===== src/rtl/johnson_decoder_if.sv =====
// Code-sample and decode-result bundle for johnson_decoder.
// master drives samples, slave returns the decoded step.
interface johnson_decoder_if #(
  parameter int WIDTH = 4,
  localparam int IW = $clog2(2*WIDTH)
);
  logic             code_valid;
  logic [WIDTH-1:0] code_in;
  logic [IW-1:0]    index_out;
  logic             index_valid;
  logic             illegal;
  logic             skip;

  modport master (
    output code_valid, code_in,
    input  index_out, index_valid, illegal, skip
  );

  modport slave (
    input  code_valid, code_in,
    output index_out, index_valid, illegal, skip
  );
endinterface


===== src/rtl/johnson_decoder.sv =====
// Johnson-code receiver: decodes step index, flags illegal
// and skipped steps, tracks lock and a saturating error count.
module johnson_decoder #(
  parameter int WIDTH = 4,
  parameter int LOCK_COUNT = 4,
  parameter int ERR_W = 8,
  localparam int IW = $clog2(2*WIDTH)
) (
  input  logic             clk,
  input  logic             reset,
  johnson_decoder_if.slave bus,
  input  logic             err_clr,
  output logic             locked,
  output logic [ERR_W-1:0] err_count
);

  localparam int CW = 4;

  typedef enum logic [1:0] {
    S_UNLK,
    S_ACQ,
    S_LOCK
  } state_t;

  state_t           state, state_n;
  logic [CW-1:0]    mcnt, mcnt_n;
  logic [IW-1:0]    prev_q;
  logic [ERR_W-1:0] err_q, err_n;
  logic             iv_q, ill_q, skip_q;
  logic             skip_n, err_ev;

  logic [WIDTH-1:0] lo;
  logic [IW:0]      pop;
  logic [IW:0]      idx_w;
  logic [IW-1:0]    idx;
  logic             legal, seq;

  // Fold the MSB=1 half onto the MSB=0 half before testing.
  always_comb begin
    lo = bus.code_in[WIDTH-1] ? ~bus.code_in : bus.code_in;
    legal = ((lo & (lo + 1'b1)) == '0);
    pop = '0;
    for (int i = 0; i < WIDTH; i++)
      pop = pop + (IW+1)'(bus.code_in[i]);
    idx_w = bus.code_in[WIDTH-1] ? ((IW+1)'(2*WIDTH) - pop) : pop;
    idx = idx_w[IW-1:0];
    if (prev_q == IW'(2*WIDTH-1))
      seq = (idx == '0);
    else
      seq = (idx == prev_q + 1'b1);
  end

  always_comb begin
    state_n = state;
    mcnt_n  = mcnt;
    skip_n  = 1'b0;
    err_ev  = 1'b0;
    if (bus.code_valid) begin
      unique case (state)
        S_UNLK: begin
          if (legal) begin
            state_n = S_ACQ;
            mcnt_n  = CW'(1);
          end
        end
        S_ACQ: begin
          if (!legal) begin
            state_n = S_UNLK;
            mcnt_n  = '0;
          end else if (seq) begin
            mcnt_n = mcnt + 1'b1;
            if (mcnt_n >= CW'(LOCK_COUNT))
              state_n = S_LOCK;
          end else begin
            mcnt_n = CW'(1);
          end
        end
        S_LOCK: begin
          if (!legal) begin
            err_ev  = 1'b1;
            state_n = S_UNLK;
            mcnt_n  = '0;
          end else if (!seq) begin
            skip_n  = 1'b1;
            err_ev  = 1'b1;
            state_n = S_ACQ;
            mcnt_n  = CW'(1);
          end
        end
        default: begin
          state_n = S_UNLK;
          mcnt_n  = '0;
        end
      endcase
    end
  end

  // Clear wins, but a coincident error still counts once.
  always_comb begin
    err_n = err_q;
    if (err_clr)
      err_n = ERR_W'(err_ev);
    else if (err_ev && err_q != '1)
      err_n = err_q + 1'b1;
  end

  always_ff @(posedge clk or negedge reset) begin
    if (!reset) begin
      state  <= S_UNLK;
      mcnt   <= '0;
      prev_q <= '0;
      err_q  <= '0;
      iv_q   <= 1'b0;
      ill_q  <= 1'b0;
      skip_q <= 1'b0;
    end else begin
      state  <= state_n;
      mcnt   <= mcnt_n;
      err_q  <= err_n;
      iv_q   <= bus.code_valid & legal;
      ill_q  <= bus.code_valid & ~legal;
      skip_q <= skip_n;
      if (bus.code_valid && legal)
        prev_q <= idx;
    end
  end

  always_comb begin
    locked          = (state == S_LOCK);
    err_count       = err_q;
    bus.index_out   = prev_q;
    bus.index_valid = iv_q;
    bus.illegal     = ill_q;
    bus.skip        = skip_q;
  end

endmodule


===== src/flat_wrapper.sv =====
// flat-port wrapper written by rule: the top's interface ports become plain ports
module johnson_decoder_flat 
#(
  parameter int WIDTH = 4,
  parameter int LOCK_COUNT = 4,
  parameter int ERR_W = 8,
  localparam int IW = $clog2(2*WIDTH)
)
  (clk, reset, err_clr, locked, err_count, bus_code_valid, bus_code_in, bus_index_out, bus_index_valid, bus_illegal, bus_skip);
  johnson_decoder_if #(.WIDTH(WIDTH)) bus_i ();
  input  logic clk;
  input  logic reset;
  input  logic err_clr;
  output logic locked;
  output logic [ERR_W-1:0] err_count;
  input wire logic [$bits(bus_i.code_valid)-1:0] bus_code_valid;
  input wire logic [$bits(bus_i.code_in)-1:0] bus_code_in;
  output wire logic [$bits(bus_i.index_out)-1:0] bus_index_out;
  output wire logic [$bits(bus_i.index_valid)-1:0] bus_index_valid;
  output wire logic [$bits(bus_i.illegal)-1:0] bus_illegal;
  output wire logic [$bits(bus_i.skip)-1:0] bus_skip;
  assign bus_i.code_valid = bus_code_valid;
  assign bus_i.code_in = bus_code_in;
  assign bus_index_out = bus_i.index_out;
  assign bus_index_valid = bus_i.index_valid;
  assign bus_illegal = bus_i.illegal;
  assign bus_skip = bus_i.skip;
  johnson_decoder #(.WIDTH(WIDTH), .LOCK_COUNT(LOCK_COUNT), .ERR_W(ERR_W)) u_core (.clk(clk), .reset(reset), .bus(bus_i), .err_clr(err_clr), .locked(locked), .err_count(err_count));
endmodule

===== config.mk =====
export PLATFORM = sky130hd
export DESIGN_NAME = johnson_decoder_flat
export DESIGN_NICKNAME = d
export VERILOG_FILES = /design/src/rtl/johnson_decoder_if.sv /design/src/rtl/johnson_decoder.sv /design/src/flat_wrapper.sv
export SDC_FILE = /design/constraint.sdc
export NUM_CORES = 1
export LEC_CHECK = 0
export CAP_MARGIN = 25
export CORE_UTILIZATION = 42
export DETAILED_ROUTE_END_ITERATION = 12
export PLACE_DENSITY = 0.76
export SYNTH_ARGS = -nofsm -noshare
export SYNTH_HDL_FRONTEND = slang
export SYNTH_SLANG_ARGS = --single-unit

===== constraint.sdc =====
create_clock -name clk -period 2.3 [get_ports clk]
set_input_delay 0.575 -clock clk [delete_from_list [all_inputs] [get_ports clk]]
set_output_delay 0.575 -clock clk [all_outputs]
set_load 0.02 [all_outputs]

## After elaboration in Yosys (flattened, before gate mapping)

Cells that the tools add are included.
Widths: inputs -> output; s select.

- Register bits after elaboration: 20
- Logic and storage cells: 63

- Add/sub/neg operators: 8
- Magnitude comparators: 1
- Eq/ne operators: 9
- Multiplexer cells: 25
- Bitwise operators: 5
- Reduce and logical (&&, ||, !) cells: 8

Operators with widths:

| operator | number |
|---|---|
| $mux 4 | 6 |
| $mux 8 | 2 |
| $mux 2 | 6 |
| $pmux 4 s3 | 1 |
| $ne 3x3->1 const B | 3 |
| $add 4x1->4 const B | 2 |
| $add 8x1->8 const B | 1 |
| $mux 1 | 8 |
| $ne 8x8->1 const B | 1 |
| $add 3x1->3 | 2 |
| $pmux 2 s3 | 1 |
| $reduce_and 5->1 | 1 |
| $and 4x4->4 | 1 |
| $ge 4x3->1 const B | 1 |
| $logic_not 4->1 | 1 |
| $not 4->4 | 1 |
| $add 3x1->3 const B | 1 |
| $eq 3x3->1 | 1 |
| $eq 3x3->1 const B | 1 |
| $logic_not 3->1 | 1 |
| $mux 3 | 1 |
| $reduce_and 3->1 | 1 |
| $sub 1x3->3 const A | 1 |
| $add 1x1->2 | 1 |
| other kinds (8) | 10 |

## Logic depth before layout (Yosys ltp)

- Depth after elaboration: 14
- Gate-level depth with buffers: 14
- Depth with buffers taken out: 13

## Least setup slack after synthesis

No wires, ideal clock.

- Kind: in2reg
- From: input port bus_code_in[0]
- To: register u_core.err_q[3] (netlist: u_core.err_count[3])
- Setup time: 125 ps
- Data arrival time: 3055 ps
- Data required time: 2175 ps
- Slack: -880 ps
- Stages: 14
- Path buffers: 1
- Path through: ha_1 -> inv_1 -> fa_1 -> inv_1 -> ha_1 -> inv_1 -> ha_1 -> mux2i_1 -> xnor2_1 -> or3_1 -> o21ai_2 -> buf_6 -> nor3_2 -> mux2_4

- Longest elaborated chain between the ends: 13
- Elaborated cells between the ends (all ways): 19
- Classes of those cells: 5 x add/sub; 1 x eq/ne; 7 x mux; 2 x bitwise; 4 x reduce/logical

RTL lines:

| item | RTL line | RTL |
|---|---|---|
| from (decl) | flat_wrapper.sv:17 | `input wire logic [$bits(bus_i.code_in)-1:0] bus_code_in;` |
| $add 1x1->2 | johnson_decoder.sv:44 | `pop = pop + (IW+1)'(bus.code_in[i]);` |
| $add 3x1->3 (2 in a row) | johnson_decoder.sv:44 |  |
| $sub 1x3->3 | johnson_decoder.sv:45 | `idx_w = bus.code_in[WIDTH-1] ? ((IW+1)'(2*WIDTH) - pop) : pop;` |
| $mux 3 | johnson_decoder.sv:45 |  |
| $eq 3x3->1 / $logic_not 3->1 (equally long branches) | johnson_decoder.sv:50, johnson_decoder.sv:48 |  |
| $mux 1 | johnson_decoder.sv:47 | `if (prev_q == IW'(2*WIDTH-1))` |
| $mux 1 | johnson_decoder.sv:83 | `end else if (!seq) begin` |
| $mux 1 * | johnson_decoder.sv:79 | `if (!legal) begin` |
| $mux 1 * | johnson_decoder.sv:59 | `unique case (state)` |
| $mux 1 * | johnson_decoder.sv:58 | `if (bus.code_valid) begin` |
| $logic_and 1x1->1 * | johnson_decoder.sv:103 | `else if (err_ev && err_q != '1)` |
| $reduce_bool 2->1 (no source line) * | - |  |
| to (signal assigned) | johnson_decoder.sv:119 | `err_q <= err_n;` |
| to (decl) | johnson_decoder.sv:28 | `logic [ERR_W-1:0] err_q, err_n;` |

Mark *: on every way between the ends. The rest lies on a longest branch, timed or not.
A chain may end at the register's enable or synchronous reset.

## Worst setup path in the final report

- From: input port bus_code_in[0]
- To: register u_core.err_q[7] (netlist: u_core.err_count[7])

The elaborated chain is that of the path after synthesis.

==> results.sh <==
export IMPL_ys_warn_count=0
export IMPL_hold_path_startpoint="u_core.bus.index_out[2]$_DFFE_PN0P_"
export IMPL_dpl_hpwl_mm=2.42
export IMPL_cts_tree="yes"
export IMPL_dpl_cell_count=230
export IMPL_die_h_um=59.0
export IMPL_grt_pass1_wl_mm=6.05
export IMPL_synth_area_mm2=0.00137
export IMPL_power_uw=1330
export IMPL_clk_insertion_delay_late_ns=0.31
export IMPL_p_per_area_mw_per_mm2=629
export IMPL_synth_edff_count=0
export IMPL_firstDrtPassIters=4
export IMPL_num_antenna_cells=0
export IMPL_drt_wl_total_mm=3.64
export IMPL_grt_pass1_vias=1352
export IMPL_drt_initial_drc_count=90
export IMPL_crit_arrival_ns=3.28
export IMPL_vdd_drop_max_mv=0.377
export IMPL_cts_num_sinks=20
export IMPL_drc=0
export IMPL_area_growth_pct=54.5
export IMPL_post_drt_wl_per_cell_um=14.9
export IMPL_cts_htree_levels=1
export IMPL_final_cells=244
export IMPL_io_pins=23
export IMPL_setup_slack_ns=-0.727
export IMPL_numCtsBuffers=3
export IMPL_syn_num_nets=163
export IMPL_gp_congestion=0.833
export IMPL_reg2reg_from="u_core.bus.index_out[0]$_DFFE_PN0P_"
export IMPL_fin_crit_sh=1.32
export IMPL_worst_slew_pin_slew_ns=0.452
export IMPL_p_leak_uw=0.000929
export IMPL_finClkSkew_ns=0.00780
export IMPL_cts_root_buf="clkbuf_4"
export IMPL_holdWs_ns=0.554
export IMPL_synth_seq_cells=20
export IMPL_cp_max_fo=7
export IMPL_synth_ff_type="dfrtp_1"
export IMPL_synth_avg_cell_area_um2=9.35
export IMPL_postSynth_asyncResetShare=1.00
export IMPL_grt_setup_unrepaired="yes"
export IMPL_finalCriticalPeriod_ns=3.03
export IMPL_syn_inst=146
export IMPL_seq_area_frac_synth=0.367
export IMPL_worstHoldPathType="flop to flop"
export IMPL_violations="setup timing"
export IMPL_hold_viol_final=0
export IMPL_grt_usage=0.234
export IMPL_totalNegativeSetupSlack_ns=-9.16
export IMPL_cts_hold_buf=0
export IMPL_placeableCoreArea_mm2=0.00308
export IMPL_die_w_um=59.0
export IMPL_maxCapViolCount=0
export IMPL_fin_util=0.685
export IMPL_path_clk_slew_ns=0.13
export IMPL_initial_core_util=0.443
export IMPL_drive_above_1_share=0.360
export IMPL_num_vias=1316
export IMPL_slew_headroom=0.698
export IMPL_yosysUniqueCellTypes=46
export IMPL_worstSetupPathType="primary input to flop"
export IMPL_avgViaCountPerCell=5.39
export IMPL_grt_max_degree=21
export IMPL_crit_path_start_kind="primary input"
export IMPL_dieArea_mm2=0.00348
export IMPL_outcome="complete, but fails checks"
export IMPL_num_rows=20
export IMPL_nets=218
export IMPL_antenna_found_initial=0
export IMPL_cp_end_kind="flop"
export IMPL_crit_required_ns=2.55
export IMPL_startpoint="bus_code_in[0]"
export IMPL_setup_viol=15
export IMPL_clock_path_buffers=2
export IMPL_slew_violations=0
export IMPL_grt_overflow_total=0
export IMPL_max_clock_freq_mhz=330
export IMPL_io_buffers=22
export IMPL_antenna_left=0
[Yosys cell counts (all sizes together), types with 3 or more instances]
library cell | number | share of area
o21ai | 10 | 0.039
inv | 7 | 0.019
ha | 8 | 0.073
dfrtp | 20 | 0.37
and3 | 5 | 0.023
xnor2 | 3 | 0.019
nand3 | 7 | 0.026
clkbuf | 4 | 0.011
nor3 | 5 | 0.026
a21oi | 3 | 0.011
nor2 | 7 | 0.019
nand2b | 3 | 0.014
nor2b | 8 | 0.037
nand2 | 15 | 0.041
[what timing repair did]
action                     4_1_cts  5_1_grt
resized for setup               38        7
setup buffers                    8        4
setup endpoints to repair       18       15
pin swaps                       23        9
[worst paths after layout]
kind                                                  endpoint  slack (ns)  depth (start not counted)
max                            u_core.err_count[7]$_DFFE_PN0P_       -0.73                         15
max reg2reg                    u_core.err_count[7]$_DFFE_PN0P_       -0.10                          8
min                        u_core.bus.index_out[2]$_DFFE_PN0P_        0.55                          2
max in group asynchronous          u_core.state[1]$_DFFE_PN0P_        1.48                          2
min in group asynchronous      u_core.err_count[7]$_DFFE_PN0P_        0.59                          2
min reg2reg                u_core.bus.index_out[2]$_DFFE_PN0P_        0.55                          2
[report_power, final]
group          switching [µW]  internal (µW)  leakage, µW
logic                     302            321     0.000635
registers                30.5            377     0.000267
clock network             120            176    0.0000279
total                     452            874     0.000929
[layout by cell type, fill, tap and decap left out, types with 3 or more instances in the layout]
| master | netlist | layout |
|---|---|---|
| dlygate4sd2_1 | 0 | 3 |
| buf_4 | 0 | 29 |
| clkbuf_4 | 0 | 3 |
| nand2_1 | 15 | 15 |
| ha_1 | 8 | 4 |
| o21ai_0 | 8 | 6 |
| nand2b_1 | 3 | 3 |
| dfrtp_1 | 20 | 20 |
| buf_6 | 1 | 4 |
| inv_2 | 0 | 5 |
| nor3_4 | 0 | 3 |
| and3_1 | 5 | 4 |
| nor2_1 | 7 | 5 |
| clkdlybuf4s50_1 | 0 | 17 |
| nand3_1 | 7 | 7 |
| o21ai_1 | 1 | 3 |
| nor2b_1 | 8 | 8 |
| ha_4 | 0 | 4 |
[kinds of logic after synthesis]
group | Yosys count | share of synthesized area
multiplexers | 4 | 0.0367
XOR/XNOR | 6 | 0.0486
buffers and inverters | 12 | 0.0385
AO/OA/AOI/OAI | 31 | 0.162
flip-flops | 20 | 0.367
AND/OR/NAND/NOR | 64 | 0.259
adder cells (fa/ha/maj) | 9 | 0.0880
[per-stage QoR]
stage	cell area, µm²	setup slack (ns)
global route	2110	-0.813
finish	2110	-0.727
CTS	2070	-0.718
detailed placement	1850	-1.53
floorplan	1430	-0.797
global placement	1850	-1.46
[metal layers]
layer / vias to the layer above / routed length (µm) / track usage
met2: 36 / 2010 / 0.414
met5: - / 0 / 0
met4: 0 / 57 / 0.105
li1: 631 / - / -
met1: 643 / 1450 / 0.281
met3: 6 / 131 / 0.0349
[sequential cells by signal, indices dropped and copies added, names as in the netlist]
register	cells
u_core.err_count	8
u_core.mcnt	4
u_core.bus.index_out	3
u_core.state	2
u_core.bus.illegal	1
u_core.bus.index_valid	1
u_core.bus.skip	1
[layout make-up]
cell class | instances | area (µm²)
fill | 241 | 968
tap | 44 | 55.1
multi-input combinational | 114 | 986
clock buffer | 3 | 22.5
timing repair buffer | 55 | 489
inverter | 7 | 26.3
clock inverter | 1 | 30.0
sequential | 20 | 500
[critical path, cell delays in order]
cell and delay, ns:
buf_8 0.10, ha_4 0.25, inv_2 0.03, fa_2 0.32
inv_2 0.08, ha_4 0.20, inv_2 0.06, ha_4 0.11
and2b_2 0.23, xnor2_2 0.14, a41oi_2 0.27, o21ai_2 0.13
buf_6 0.15, or4_4 0.51, a21oi_2 0.12
Note: power is estimated with default switching activity, not from simulation.
